**src/rtl/encoder_pkg.sv**
```systemverilog
// Shared constants for the 8-to-3 encoder/serializer.
// Line count, code width and the default priority direction.
package encoder_pkg;

    localparam int LINES  = 8;
    localparam int CODE_W = 3;

    localparam bit MSB_FIRST_DEF = 1'b1;

endpackage

```
**src/rtl/encoder83_serializer_priority_enc83.sv**
```systemverilog
// Combinational 8-to-3 priority encoder.
// Returns the winning index, an any flag and the one-hot grant mask.
module priority_enc83
    import encoder_pkg::*;
#(
    parameter bit MSB_FIRST = MSB_FIRST_DEF
) (
    input  logic [LINES-1:0]  vec,
    output logic [CODE_W-1:0] idx,
    output logic              any,
    output logic [LINES-1:0]  grant_mask
);

    always_comb begin
        idx = '0;
        any = |vec;
        // Scan toward the winner so the highest-priority hit is assigned last.
        if (MSB_FIRST) begin
            for (int i = 0; i < LINES; i++) begin
                if (vec[i]) idx = CODE_W'(i);
            end
        end else begin
            for (int i = LINES - 1; i >= 0; i--) begin
                if (vec[i]) idx = CODE_W'(i);
            end
        end
        grant_mask = any ? (LINES'(1) << idx) : '0;
    end

endmodule

```
**src/rtl/encoder83_serializer.sv**
```systemverilog
// Registered 8-to-3 priority encoder with valid/ready output.
// Latches request pulses into a pending set and issues one code per transfer.
module encoder83_serializer
    import encoder_pkg::*;
#(
    parameter bit MSB_FIRST = MSB_FIRST_DEF
) (
    input  logic              clk,
    input  logic              rst,
    input  logic [LINES-1:0]  req,
    input  logic              ready,
    output logic [CODE_W-1:0] code,
    output logic              valid,
    output logic [LINES-1:0]  pending,
    output logic              ovf,
    input  logic              ovf_clr
);

    logic [CODE_W-1:0] enc_idx;
    logic              enc_any;
    logic [LINES-1:0]  enc_mask;
    logic              load;
    logic [LINES-1:0]  grant_mask;
    logic              ovf_hit;

    priority_enc83 #(
        .MSB_FIRST (MSB_FIRST)
    ) u_enc (
        .vec        (pending),
        .idx        (enc_idx),
        .any        (enc_any),
        .grant_mask (enc_mask)
    );

    assign load       = !valid || ready;
    assign grant_mask = load ? enc_mask : '0;
    // A req on the bit being granted is a fresh event, not a merge.
    assign ovf_hit    = |(req & pending & ~grant_mask);

    always_ff @(posedge clk or posedge rst) begin
        if (rst) begin
            pending <= '0;
            code    <= '0;
            valid   <= 1'b0;
            ovf     <= 1'b0;
        end else begin
            pending <= (pending & ~grant_mask) | req;
            if (load) begin
                valid <= enc_any;
                if (enc_any) code <= enc_idx;
            end
            if (ovf_hit) ovf <= 1'b1;
            else if (ovf_clr) ovf <= 1'b0;
        end
    end

endmodule

```
**config.mk**
```make
export PLATFORM = sky130hd
export DESIGN_NAME = encoder83_serializer
export DESIGN_NICKNAME = d
export VERILOG_FILES = /design/src/rtl/encoder_pkg.sv /design/src/rtl/encoder83_serializer_priority_enc83.sv /design/src/rtl/encoder83_serializer.sv
export SDC_FILE = /design/constraint.sdc
export NUM_CORES = 1
export LEC_CHECK = 0
export ABC_AREA = 0
export BUFFER_PORTS_ARGS = -buffer_cell sky130_fd_sc_hd__buf_2
export CELL_PAD_IN_SITES_DETAIL_PLACEMENT = 0
export CELL_PAD_IN_SITES_GLOBAL_PLACEMENT = 1
export CORE_ASPECT_RATIO = 0.7
export CORE_UTILIZATION = 25
export DETAILED_ROUTE_END_ITERATION = 6
export PLACE_DENSITY_LB_ADDON = 0.1
export SYNTH_ARGS = -nofsm -noshare
export SYNTH_HDL_FRONTEND = slang
export SYNTH_SLANG_ARGS = --single-unit
export TNS_END_PERCENT = 1
```
**constraint.sdc**
```tcl
create_clock -name clk -period 1.9 [get_ports clk]
set_clock_uncertainty 0.2 [all_clocks]
set_input_delay 0.095 -clock clk [delete_from_list [all_inputs] [get_ports clk]]
set_output_delay 0.095 -clock clk [all_outputs]
set_load 0.02 [all_outputs]
```
Yosys cells after proc, flatten, opt, wreduce, memory -nomap -nowiden. Cells that the tools add are included.

ROM bits: 0. Bits in writable memories: 0. Logic and storage cells: 27. Bits of input ports: 12. Latch bits: 0. Memories kept: 0. Register bits: 13.

Div/mod/pow operators: 0. Muxes and demuxes: 11. Equal/unequal tests: 0. Shift-type cells: 1. Multiply operators: 0. Magnitude comparators: 0. Add/subtract/negate cells: 0. Reductions and logical operators: 6. Bitwise operators: 5.

Operators with widths (number): $and 8x8->8 (3); $mux 8 (2); $reduce_or 8->1 (2); $mux 3 (4); $not 8->8 (1); $or 8x8->8 (1); $shl 1x3->8 const A (1); $mux 2 (2); $mux 1 (3); $reduce_and 2->1 (1); $reduce_bool 2->1 (1); $logic_not 1->1 (1); $logic_or 1x1->1 (1).

Longest topological paths before layout. Gate-level depths: netlist of the first run.

Depth after elaboration: 14. Mapped depth: 5. Mapped depth without buffers: 4.

Hierarchy. From an unflattened synthesis of the first run, not the netlist that was laid out.

Cell total of the unflattened synthesis: 75. Area, all modules: 713.2 um^2.

By module, submodules not included: encoder83_serializer (sequential area each 325.3 um^2, area each 588.1 um^2, cells an instance 55, times used 1); priority_enc83 (sequential area each 0.0 um^2, area each 125.1 um^2, cells an instance 20, times used 1).

Worst setup path before layout of the first run. No wires, ideal clock.

Path kind: flip-flop to flip-flop. From: register pending[5]. To: register ovf. Setup slack: 0.169 ns. Required time: 1.565 ns. Setup time: 0.135 ns. Stages on the path, launching flop included: 6. Arrival: 1.396 ns. Clock period less this slack: 1.731 ns. Cell sequence: dfrtp_1 buf_6 nor4_4 nand3_2 o32ai_1 nand4_1.

Word-level cells in the longest chain between the ends: 10. Elaborated cells on any way between the ends: 13. Classes of those cells: shift (1); mux (6); bitwise (3); reduce/logical (3).

Ends and longest elaborated chain: from (decl) (line encoder83_serializer.sv:14) `output logic [LINES-1:0] pending,`; from (signal assigned) (line encoder83_serializer.sv:47) `pending <= (pending & ~grant_mask) | req;`; $mux 3 (3 in a row) (line encoder83_serializer_priority_enc83.sv:20) `if (vec[i]) idx = CODE_W'(i);`; $shl 1x3->8 (line encoder83_serializer_priority_enc83.sv:27) `grant_mask = any ? (LINES'(1) << idx) : '0;`; $mux 8 (line encoder83_serializer_priority_enc83.sv:27); $mux 8 (line encoder83_serializer.sv:36) `assign grant_mask = load ? enc_mask : '0;`; $not 8->8 (line encoder83_serializer.sv:38) `assign ovf_hit = |(req & pending & ~grant_mask);`; $and 8x8->8 * (line encoder83_serializer.sv:38); $reduce_or 8->1 * (line encoder83_serializer.sv:38); $mux 1 or $reduce_bool 2->1 (tied branches); to (signal assigned) (line encoder83_serializer.sv:45) `ovf <= 1'b0;`; to (signal assigned) (line encoder83_serializer.sv:52) `if (ovf_hit) ovf <= 1'b1;`; to (signal assigned) (line encoder83_serializer.sv:53) `else if (ovf_clr) ovf <= 1'b0;`; to (decl) (line encoder83_serializer.sv:15) `output logic ovf,`.

Mark *: on every way between the ends. The rest lies on a longest branch, timed or not. A chain may end at the register's enable or synchronous reset.

Worst setup path in the final report of the first run. Ends and elaborated chain as after synthesis.

==> run_results.csv, run 1 <==
group,metric,value,unit
critical_path,cp_data_arrival_time,1.62,ns
detailed_routing,drtPass1Iterations,4,
floorplanning,die_height,46.1,um
logic_synthesis,synth_fp_nets,78,
finish,fillers,289,
clock_tree,clk_path_buf_depth,2,
critical_path,path_class,"flip-flop to flip-flop",
logic_synthesis,synth_compound_area_share,26.1,%
clock_tree,path_clk_slew,0.05,ns
global_routing,grt_pass1_wl,2990,um
pwr,swShare,23.5,%
sta,fmax,582,MHz
sta,rsz0062_at_grt,"no",
sta,fin_crit,1.72,ns
logic_synthesis,synth.most_common_cell,"dfrtp_1",
global_routing,grt-ovfl-total,0,
critical_path,worstPathRequired,1.80,ns
critical_path,cp_slowest_cell,"dfrtp_1",
finish,drive_gt1_share,36.5,%
clock_tree,post_cts_buffers,0,
min_path,hold_path.class,"input port to flip-flop",
critical_path,worst-path-buf-inv,0,
clock_tree,cts_resized,0,
pwr,p_leak,0.000400,uW
critical_path,critPathLaunchType,"flip-flop",
critical_path,cp_top_family,"simple AND/OR/NAND/NOR gates",
logic_synthesis,synth_cell_type_count,30,
pwr,intPower,474,uW
logic_synthesis,synth_top_area_cell,"dfrtp_1",
critical_path,rr_endpoint,"ovf$_DFFE_PP0P_",
place,port_buffers,24,
logic_synthesis,synthesis.area,696,um2
sta,drv_slew,0,
finish,stdcell_count,138,
logic_synthesis,synth_adder_area_share,0,%
clock_tree,cts_tree,"built",
place,gp_congestion,0.716,
critical_path,path_cells,"nor4_4, nand3_2, o32ai_1, nand4_1",
logic_synthesis,synth_warnings,0,
finish,nNetsFinal,117,
pwr,p_clk_share,39.4,%
clock_tree,clk_latency,0.24,ns
logic_synthesis,synth_ff_type,"dfrtp_1",
logic_synthesis,syn_avg_cell_area,10.5,um2
logic_synthesis,synth_top_family_by_area,"compound AO/OA/AOI/OAI gates",
global_routing,grt_pass1_vias,614,
flow_run,drv_cap,0,
critical_path,crit_cells,4,
min_path,min_to,"pending[7]$_DFF_PP0_",
floorplanning,fp.dieArea,3000,um2
clock_tree,htree_levels,1,
logic_synthesis,ys_seq_area_share,46.8,%
sta,finalHoldViolations,0,
place,hpwl,1350,um
logic_synthesis,synth_top_area_share,46.8,%
sta,final-setup-viol-count,0,
status,status,"finished clean",
sta,finalSetupTns,0,ns
critical_path,rrSetupSlack,0.18,ns
logic_synthesis,ys_top_cells_by_area,"dfrtp_1 (47%), nor4_4 (6.1%), nand2b_1 (4.5%), a21o_1 (4.3%), o311ai_0 (2.5%)",
detailed_routing,drtAntennaViolNets,0,
detailed_routing,viasPerCell,4.55,
clock_tree,cts_root_buf,"clkbuf_8",
sta,worst_pin_slew,0.506,ns
logic_synthesis,synth-simple-area-share,21.9,%
sta,relSlewSlack,66.2,%
critical_path,end_kind,"flip-flop",
logic_synthesis,synth_xor_area_share,0,%
global_routing,grt_max_degree,14,
logic_synthesis,synthArstFlopShare,100,%
sta,fin_crit_sh,90.5,%
logic_synthesis,muxShareOfSynthArea,0,%
pwr,pwr-share-comb,13.9,%
critical_path,cp_max_fo,5,
detailed_routing,drcViolationCount,0,
clock_tree,cts.sinks,13,
detailed_routing,wire_per_inst,12.9,um
clock_tree,cts_made_buffers,3,
global_routing,antenna_found_initial,0,
pwr,power_density,618,nW/um2
detailed_routing,wirelength,1780,um
floorplanning,core,2550,um2
pwr,ir_drop,0.394,mV
finish,diodes,0,
critical_path,r2r_cells,4,
min_path,holdPathStages,3,
detailed_routing,route.vias.total,628,
logic_synthesis,syn_inst,66,
pwr,p_switching,145,uW
logic_synthesis,synth_edf_count,0,
place,place_inst,125,
global_routing,grt_usage,14.1,%
critical_path,rr_startpoint,"pending[5]$_DFF_PP0_",
critical_path,crit_path_max_incr_delay,0.41,ns
floorplanning,ios,25,
detailed_routing,drt-initial-drc-count,10,
floorplanning,row_count,15,
floorplanning,start_util,27.3,%
floorplanning,fp.dieW,65.1,um
pwr,seq_power_share,46.7,%
logic_synthesis,ys_top_cells_by_count,"dfrtp_1 (13), nand2b_1 (5), a21o_1 (4), inv_1 (4)",
min_path,hold_start,"ready",
logic_synthesis,ys_seq_elements,13,
finish,areaGrowthSynthToFinish,44.1,%
==> final cells by class <==
type / count / area (um2) / share of cell area (%)
well taps: 34 / 42.5 / 4.24
flip-flops and latches: 13 / 325 / 32.5
clock buffers: 4 / 45.0 / 4.49
inverters: 4 / 15.0 / 1.50
repair buffers: 37 / 240 / 24.0
multi-input cells: 46 / 334 / 33.3
==> logic make-up (layout without fill, tap and decap cells) <==
logic type,Yosys count,in the layout
and+or+nand+nor,21,21
AOI/OAI and AO/OA,25,25
buffers and inverters,7,45
DFF,13,13
==> power by group through the flow <==
stage / Combinational [uW] / Clock, uW / Sequential (uW)
after floorplan: 33.0 / 0 / 301
after global placement: 72.9 / 0 / 294
after detailed placement: 72.2 / 0 / 294
after CTS: 86.7 / 255 / 289
after global routing: 95.3 / 275 / 289
final: 86.0 / 244 / 289
==> placed cells by master, fill, tap and decap left out, drive strengths merged, types with 2 or more instances in the layout <==
cell,synthesis,final
nor2,3,3
o21ai,3,3
buf,1,28
o21bai,2,2
dlygate4sd3,0,9
a31oi,2,2
o311ai,2,2
nand3,3,3
a21o,5,5
nor4,2,2
clkbuf,2,4
nand2,3,3
a21oi,2,2
dfrtp,13,13
inv,4,4
o31ai,2,2
nand2b,5,5
==> metrics by stage <==
step / total power [uW] / cell area, um2 / util, % / hold slack, ns / setup slack, ns
finish: 619 / 1000 / 39.3 / 0.0726 / 0.181
global route: 660 / 1000 / 39.3 / 0.0939 / 0.0371
detailed placement: 366 / 867 / 34.0 / -0.0424 / 0.115
global placement: 367 / 867 / 34.0 / -0.0356 / 0.137
floorplan: 334 / 696 / - / -0.228 / 0.169
CTS: 631 / 1000 / 39.3 / 0.0645 / 0.0903
==> worst max path at each step <==
stage	from	to	slack, ns
floorplan	pending[5]$_DFF_PP0_	ovf$_DFFE_PP0P_	0.17
global placement	pending[4]$_DFF_PP0_	ovf$_DFFE_PP0P_	0.14
detailed placement	pending[4]$_DFF_PP0_	ovf$_DFFE_PP0P_	0.12
CTS	pending[4]$_DFF_PP0_	ovf$_DFFE_PP0P_	0.09
global route	pending[5]$_DFF_PP0_	ovf$_DFFE_PP0P_	0.04
finish	pending[5]$_DFF_PP0_	ovf$_DFFE_PP0P_	0.18
==> worst register-to-register path, delay by kind of cell (launching register included) <==
family           cells  cell delay [ns]
AND/OR/NAND/NOR      3             0.69
flip-flops           1             0.41
AO/OA/AOI/OAI        1             0.29
==> registers in the layout (all words and copies together) (netlist names) <==
signal / flops
pending: 8
code: 3
ovf: 1
valid: 1
==> per-layer routing <==
metal / track usage [%] / share of wire, % / vias to the layer above
met2: 20.4 / 43 / 16
met1: 19.5 / 51 / 288
li1: - / - / 322
met3: 5.69 / 5.6 / 2
met5: 0 / 0 / -
met4: 3.91 / 0.56 / 0
==> what timing repair did <==
item / CTS / global route
endpoints found under the hold margin: 22 / 0
setup endpoints to repair: 0 / 1
hold buffers: 9 / 0
(Power assumes the default switching activity.)
==> run 2, diff against run 1 <==
- CORE_ASPECT_RATIO: 0.7 -> default
- CORE_MARGIN: default -> 2
==> run 2 against run 1 <==
Compared with the run above: sequential power hardly changed; core utilization fell by 2.8 points; global-route usage down 1.1 points; sequential cell count stayed put; critical path depth unchanged; cell area fell by 1.5%; register-to-register slack better by 0.02 ns; critical path type unchanged; highest routed layer unchanged.
==> run_results.csv, run 2 (synthesis gave the netlist of run 1 again) <==
group,metric,value,unit
sta,relSlewSlack,64.2,%
critical_path,cp_max_fo,5,
critical_path,path_class,"flip-flop to flip-flop",
floorplanning,start_util,25.7,%
sta,fmax,589,MHz
critical_path,rr_startpoint,"pending[5]$_DFF_PP0_",
global_routing,grt_pass1_vias,698,
clock_tree,htree_levels,1,
sta,rsz0062_at_grt,"no",
clock_tree,post_cts_buffers,0,
sta,worst_pin_slew,0.536,ns
finish,fillers,304,
min_path,hold_start,"ready",
finish,top_regs,"pending x8, code x3",
finish,regMostFlops,"pending",
floorplanning,die_height,56.8,um
critical_path,critical_path.startpoint,"pending[5]$_DFF_PP0_",
global_routing,antenna_found_initial,0,
detailed_routing,drt-initial-drc-count,11,
floorplanning,core,2710,um2
clock_tree,clk_path_buf_depth,2,
finish,nNetsFinal,118,
detailed_routing,drtPass1Iterations,5,
clock_tree,cts_made_buffers,3,
pwr,ir_drop,0.289,mV
critical_path,end_kind,"flip-flop",
detailed_routing,wire_per_inst,13.4,um
global_routing,grt-ovfl-total,0,
clock_tree,path_clk_slew,0.08,ns
finish,drive_gt1_share,37.1,%
detailed_routing,drtAntennaViolNets,0,
detailed_routing,drcViolationCount,0,
place,gp_congestion,0.726,
floorplanning,ios,25,
global_routing,grt_usage,13.0,%
finish,register_area,325,um2
detailed_routing,viasPerCell,4.76,
global_routing,grt_pass1_wl,3170,um
pwr,p_leak,0.000397,uW
status,status,"finished clean",
finish,mostFrequentLayoutCells,"buf_2 (24), dfrtp_1 (13), dlygate4sd3_1 (9)",
finish,diodes,0,
sta,fin_crit,1.70,ns
min_path,hold_path.class,"input port to flip-flop",
finish,areaGrowthSynthToFinish,41.9,%
pwr,power_density,554,nW/um2
critical_path,cp_data_arrival_time,1.65,ns
clock_tree,clk_latency,0.27,ns
sta,finalHoldViolations,0,
place,port_buffers,24,
critical_path,worstPathRequired,1.85,ns
finish,final_common_cell,"buf_2",
detailed_routing,route.vias.total,648,
clock_tree,cts_root_buf,"clkbuf_4",
sta,finalSetupTns,0,ns
floorplanning,fp.dieW,56.8,um
finish,multiInputGateArea,334,um2
sta,fin_crit_sh,89.3,%
floorplanning,fp.dieArea,3220,um2
sta,drv_slew,0,
clock_tree,cts_tree,"built",
floorplanning,row_count,19,
clock_tree,cts.sinks,13,
sta,whs,0.0215,ns
place,hpwl,1400,um
sta,final-setup-viol-count,0,
flow_run,drv_cap,0,
detailed_routing,wirelength,1820,um
critical_path,critPathLaunchType,"flip-flop",
finish,largest_register_ffs,8,
global_routing,grt_max_degree,14,
## run 2: power breakdown
part,switching (uW),internal [uW]
clock,91.4,81.2
combinational,43.8,42.2
sequential,5.23,283
## run 2: worst max-delay path: stages, from the launching register on
cell	delay (ns)
dfrtp_1	0.41
nor4_4	0.45
nand2_1	0.20
o211ai_1	0.20
nand4_1	0.11
## run 2: worst paths after layout
path / end / slack (ns) / cells past startpoint
min reg2reg: code[1]$_DFFE_PP0P_ / 0.30 / 1
max: ovf$_DFFE_PP0P_ / 0.20 / 4
min: pending[7]$_DFF_PP0_ / 0.02 / 3
min in group asynchronous: pending[3]$_DFF_PP0_ / 0.20 / 3
max reg2reg: ovf$_DFFE_PP0P_ / 0.20 / 4
max in group asynchronous: valid$_DFFE_PP0N_ / 0.95 / 3
## run 2: cell type report
cell class | instances | area share, %
clock buffer | 4 | 2.66
timing repair buffer | 38 | 25.1
inverter | 4 | 1.52
multi-input combinational | 46 | 33.8
tap | 31 | 3.93
sequential | 13 | 33.0
## run 2: per-stage QoR
step	util [%]	worst slack [ns]	cells	area [um2]	power [uW]
final	36.4	0.203	136	987	547
after global routing	36.4	0.0923	136	987	592
after CTS	36.4	0.169	136	987	563
after detailed placement	32.1	0.192	123	871	367
after global placement	32.1	0.183	123	871	367
after floorplan	-	0.169	66	696	334
## run 2: layer usage
metal | GRT usage [%] | wire length [um] | part of all wire [%] | up-vias
met1 | 17.2 | 879 | 48 | 309
li1 | - | - | - | 322
met2 | 19.9 | 837 | 46 | 15
met4 | 6.98 | 18 | 0.99 | 0
met3 | 2.53 | 82 | 4.5 | 2
met5 | 0 | 0 | 0 | -
## run 2: repair_timing
item,in CTS,in global routing
endpoints found under the hold margin,22,0
hold buffers,9,0
gates resized for setup,0,0
